File: src/rtl/a2d_pkg.sv
// Shared constants and FSM state type for the A2D SPI responder.
package a2d_pkg;

    localparam int NUM_CH  = 8;
    localparam int RES_W   = 12;
    localparam int FRAME_W = 16;
    localparam int CH_W    = $clog2(NUM_CH);
    localparam int CH_LSB  = 11;
    localparam int CH_MSB  = 13;

    typedef enum logic [1:0] {
        IDLE   = 2'd0,
        ACTIVE = 2'd1,
        COMMIT = 2'd2
    } resp_state_t;

endpackage

File: src/rtl/spi_edge_sync.sv
// Two-flop synchronizer with a history flop for edge detection of an
// asynchronous SPI input.
module spi_edge_sync #(
    parameter logic RST_VAL = 1'b1
) (
    input  logic clk,
    input  logic rst_n,
    input  logic async_in,
    output logic level,
    output logic rise,
    output logic fall
);

    logic meta;
    logic sync;
    logic hist;

    always_ff @(posedge clk) begin
        if (!rst_n) begin
            meta <= RST_VAL;
            sync <= RST_VAL;
            hist <= RST_VAL;
        end else begin
            meta <= async_in;
            sync <= meta;
            hist <= sync;
        end
    end

    assign level = sync;
    assign rise  = sync & ~hist;
    assign fall  = ~sync & hist;

endmodule

File: src/rtl/a2d_spi_resp.sv
// SPI responder emulating an 8-channel 12-bit ADC: decodes the channel
// command of one frame and returns that channel's sample in the next frame.
module a2d_spi_resp #(
    parameter int NUM_CH  = a2d_pkg::NUM_CH,
    parameter int RES_W   = a2d_pkg::RES_W,
    parameter int FRAME_W = a2d_pkg::FRAME_W
) (
    input  logic                      clk,
    input  logic                      rst_n,
    input  logic                      SS_n,
    input  logic                      SCLK,
    input  logic                      MOSI,
    output logic                      MISO,
    input  logic [NUM_CH*RES_W-1:0]   chan_data,
    output logic                      cmd_vld,
    output logic [$clog2(NUM_CH)-1:0] cmd_chnnl,
    output logic                      frm_err
);

    import a2d_pkg::*;

    localparam int CHW = $clog2(NUM_CH);

    resp_state_t        state, state_nxt;
    logic [FRAME_W-1:0] tx, tx_nxt;
    logic [FRAME_W-1:0] rx, rx_nxt;
    logic [4:0]         cnt, cnt_nxt;
    logic [RES_W-1:0]   res_hold;
    logic [CHW-1:0]     rx_chan;
    logic [1:0]         live;
    logic               armed;
    logic               mosi_meta, mosi_sync;

    logic ss_lvl, ss_rise, ss_fall_unused;
    logic sclk_level_unused, sclk_rise, sclk_fall;

    spi_edge_sync #(.RST_VAL(1'b1)) u_ss_sync (
        .clk      (clk),
        .rst_n    (rst_n),
        .async_in (SS_n),
        .level    (ss_lvl),
        .rise     (ss_rise),
        .fall     (ss_fall_unused)
    );

    spi_edge_sync #(.RST_VAL(1'b1)) u_sclk_sync (
        .clk      (clk),
        .rst_n    (rst_n),
        .async_in (SCLK),
        .level    (sclk_level_unused),
        .rise     (sclk_rise),
        .fall     (sclk_fall)
    );

    assign rx_chan = rx[CH_LSB +: CHW];

    // A frame starts on a low SS_n only once a genuine high has been seen
    // since reset; this also catches a fall that arrives during COMMIT.
    always_comb begin
        state_nxt = state;
        tx_nxt    = tx;
        rx_nxt    = rx;
        cnt_nxt   = cnt;
        case (state)
            IDLE: begin
                if (armed && !ss_lvl) begin
                    state_nxt = ACTIVE;
                    tx_nxt    = {{(FRAME_W-RES_W){1'b0}}, res_hold};
                    rx_nxt    = '0;
                    cnt_nxt   = '0;
                end
            end
            ACTIVE: begin
                if (ss_rise) begin
                    state_nxt = COMMIT;
                end else if (sclk_rise) begin
                    rx_nxt = {rx[FRAME_W-2:0], mosi_sync};
                    if (cnt != 5'd31) cnt_nxt = cnt + 5'd1;
                end else if (sclk_fall && cnt != 5'd0) begin
                    tx_nxt = {tx[FRAME_W-2:0], 1'b0};
                end
            end
            COMMIT: state_nxt = IDLE;
            default: state_nxt = IDLE;
        endcase
    end

    always_ff @(posedge clk) begin
        if (!rst_n) begin
            state     <= IDLE;
            tx        <= '0;
            rx        <= '0;
            cnt       <= '0;
            res_hold  <= '0;
            cmd_chnnl <= '0;
            cmd_vld   <= 1'b0;
            frm_err   <= 1'b0;
            MISO      <= 1'b0;
            live      <= '0;
            armed     <= 1'b0;
            mosi_meta <= 1'b0;
            mosi_sync <= 1'b0;
        end else begin
            state     <= state_nxt;
            tx        <= tx_nxt;
            rx        <= rx_nxt;
            cnt       <= cnt_nxt;
            MISO      <= (state_nxt == ACTIVE) && tx_nxt[FRAME_W-1];
            mosi_meta <= MOSI;
            mosi_sync <= mosi_meta;
            live      <= {live[0], 1'b1};
            cmd_vld   <= 1'b0;
            frm_err   <= 1'b0;
            if (state == IDLE && state_nxt == ACTIVE) begin
                armed <= 1'b0;
            end else if (live[1] && ss_lvl) begin
                armed <= 1'b1;
            end
            if (state == COMMIT) begin
                if (cnt == 5'(FRAME_W)) begin
                    cmd_chnnl <= rx_chan;
                    res_hold  <= chan_data[rx_chan*RES_W +: RES_W];
                    cmd_vld   <= 1'b1;
                end else begin
                    frm_err <= 1'b1;
                end
            end
        end
    end

endmodule

File: config.mk
export PLATFORM = sky130hd
export DESIGN_NAME = a2d_spi_resp
export DESIGN_NICKNAME = d
export VERILOG_FILES = /design/src/rtl/a2d_pkg.sv /design/src/rtl/spi_edge_sync.sv /design/src/rtl/a2d_spi_resp.sv
export SDC_FILE = /design/constraint.sdc
export NUM_CORES = 1
export LEC_CHECK = 0
export ABC_CLOCK_PERIOD_IN_PS = 3350
export BUFFER_PORTS_ARGS = -buffer_cell sky130_fd_sc_hd__buf_4
export CORE_MARGIN = 2
export CORE_UTILIZATION = 45
export DETAILED_ROUTE_END_ITERATION = 7
export MAX_ROUTING_LAYER = met4
export PLACE_DENSITY_LB_ADDON = 0.15
export SYNTH_ARGS = -nofsm -noshare
export SYNTH_HDL_FRONTEND = slang
export SYNTH_SLANG_ARGS = --single-unit
File: constraint.sdc
create_clock -name clk -period 3.35 [get_ports clk]
set_input_delay 0.335 -clock clk [delete_from_list [all_inputs] [get_ports clk]]
set_output_delay 0.335 -clock clk [all_outputs]
set_load 0.1 [all_outputs]
==> results.yml <==
outcome:
  outcome: "finished, final reports clean"
drt:
  avgRoutedWirePerCell_um: 15.5
  drt_iter0_drc: 147
  viasPerCell: 5.46
  ant_nets: 0
  wl_mm: 7.94
  drc: 0
  vias: 2793
  drtPass1Iterations: 4
cells_and_area:
  num_antenna_cells: 0
  final_cells: 512
  final_nets: 512
  area_delta_synth_final_pct: 29.4
  drive_gt1_frac: 0.404
  fin_area_um2: 4310
setup_path:
  cp_data_required_time_ps: 3530
  crit_type: "reg -> reg"
  reg2reg_slack_ps: 1090
  endpoint_kind: "register"
  start_kind: "register"
  r2r-start: "state[0]"
  r2r_cells: 5
  cp_data_arrival_time_ps: 2440
  rr_endpoint: "tx[8]"
  cp_max_fo: 17
cts:
  ctsHoldBuffers: 0
  postCtsSetupBuffers: 0
  tritoncts: "yes"
  h-tree-depth: 3
  cts_resized: 0
  insertion_delay_ps: 350
  cts.sinks: 66
  clk_pin_slew_ps: 70
  cts_inserted_buffers: 9
  cts_buffer_depth: 2
  clockRootBuffer: "clkbuf_8"
sta:
  fin_worst_skew_ps: 15.7
  slew_violations: 0
  fin_crit_ps: 2260
  slew_headroom: 0.242
  finalSetupViolations: 0
  whs_ps: 174
  grt_setup_unrepaired: "no"
  finalHoldViolations: 0
  tns_ps: 0
  clock.fmax_ghz: 0.442
  worstMarginPinSlew_ps: 1140
  fin_crit_sh: 0.675
power_and_ir_drop:
  power.switching_mw: 0.376
  p_leak_nw: 1.62
  switching_share: 0.228
  powerDensity_nw_per_um2: 383
  clkPwrFrac: 0.410
  p_int_mw: 1.27
  p_total_mw: 1.65
  p_seq_frac: 0.488
  p_comb_frac: 0.101
  irDropWorstVdd_uv: 184
grt:
  grt-ovfl-total: 0
  grt_start_max_net_pins: 42
  met1_usage: 0.273
  grt.busiest_layer: "met2"
  grt_usage: 0.211
  grt_pass1_wl_mm: 13.6
  met3_usage: 0.0545
  grt_pass1_vias: 2861
  use_met2: 0.324
  antenna_found_initial: 0
placed_design:
  port_buffers: 106
  dp_cells: 496
  place_area_um2: 4110
  hpwl_mm: 5.75
  place.gp.congestion: 0.782
yosys:
  synth_edf_count: 0
  synth_cell_types: 42
  synth-seq-cells: 66
  synth_fp_nets: 421
  syn_area_per_cell_um2: 10.5
  ys.flop_type: "dfxtp_1"
  syn_inst: 317
  ys_warn_count: 0
  netlist_area_um2: 3330
  seq_area_frac_synth: 0.397
  synthArstFlopShare: 0
floorplanning:
  fp-row-count: 31
  core-area_um2: 7210
  start_util: 0.461
  dieArea_um2: 8100
  die_x_um: 90.0
  die_h_um: 90.0
  io-pin-count: 107
hold_path:
  holdCritPathClass: "in -> reg"
  holdPathEnd: "u_ss_sync.meta"
  min_from: "SS_n"
  min_path_cells: 2
run:
  drv_cap: 0
per-layer routing:
metal	part of all wire	routed length [µm]
met3	0.057	449
met2	0.47	3710
met5	0	0
met4	0.015	119
met1	0.46	3660
kinds of logic after synthesis:
group	after synthesis	synth area share
multiplexers	27	0.171
flip-flops	66	0.397
AO/OA/AOI/OAI	90	0.185
buffers and inverters	32	0.0537
adder cells (fa/ha/maj)	3	0.0113
AND/OR/NAND/NOR	99	0.182
synthesized netlist by cell type (7+ instances only):
master | number | area share
nor2_1 | 17 | 0.019
o22ai_1 | 12 | 0.023
o21ai_1 | 7 | 0.011
clkbuf_1 | 10 | 0.011
mux4_2 | 24 | 0.16
a22oi_1 | 11 | 0.025
a21oi_1 | 31 | 0.047
buf_2 | 7 | 0.011
nand3_1 | 25 | 0.038
dfxtp_1 | 66 | 0.40
nand2b_1 | 25 | 0.047
o21ai_0 | 11 | 0.017
critical path, cell delays in order (launching register included):
cell,delay (ps)
dfxtp_1,760
nand2_4,150
a21oi_2,170
buf_4,210
and2_1,630
a211oi_1,170
how the worst max path moves through the flow:
stage | from | end | slack, ps
floorplan | cnt[0] | cnt[2] | 1340
global placement | state[0] | tx[8] | 1200
detailed placement | state[0] | tx[7] | 1130
CTS | state[0] | tx[8] | 1090
global route | state[0] | rx[11] | 920
finish | state[0] | tx[8] | 1090
metrics by stage:
step	setup slack, ps	util
2_1_floorplan	1340	-
3_3_place_gp	1200	0.569
3_5_place_dp	1130	0.569
4_1_cts	1090	0.597
5_1_grt	925	0.597
6_report	1090	0.597
layout make-up:
type	instances	area, µm²
fill	654	2910
sequential	66	1320
timing repair buffer	109	818
multi-input combinational	219	1830
tap	99	124
clock inverter	6	65.1
clock buffer	10	138
inverter	3	11.3
sequential cells by signal, summed over array words and instances, names as in the netlist, 2 cells and up:
register / count
cmd_chnnl: 3
tx: 16
res_hold: 12
cnt: 5
live: 2
rx: 14
state: 2
cells in the final DEF, fill, tap and decap left out, types with 3 or more instances in the layout:
master    synthesis  layout
a211oi_1          6       6
a211oi_2          5       5
a21oi_1          31      31
a22oi_1          11      11
and2_1            6       6
and3_1            4       4
buf_4             5     109
clkbuf_8          0      10
dfxtp_1          66      65
ha_1              3       3
mux2i_1           3       3
mux4_2           24      24
nand2_1           6       6
nand2b_1         25      25
nand3_1          25      25
nor2_1           17      17
nor3_1            3       3
o21ai_0          11      11
o21ai_1           7       7
o22ai_1          12      12
power groups by stage:
stage	Sequential, mW	Combinational, mW	Clock, mW
2_1_floorplan	0.820	0.0729	0
3_3_place_gp	0.823	0.164	0
3_5_place_dp	0.823	0.168	0
4_1_cts	0.806	0.168	0.689
5_1_grt	0.807	0.181	0.724
6_report	0.805	0.167	0.676
No activity file was read; power rests on OpenSTA's default activity.
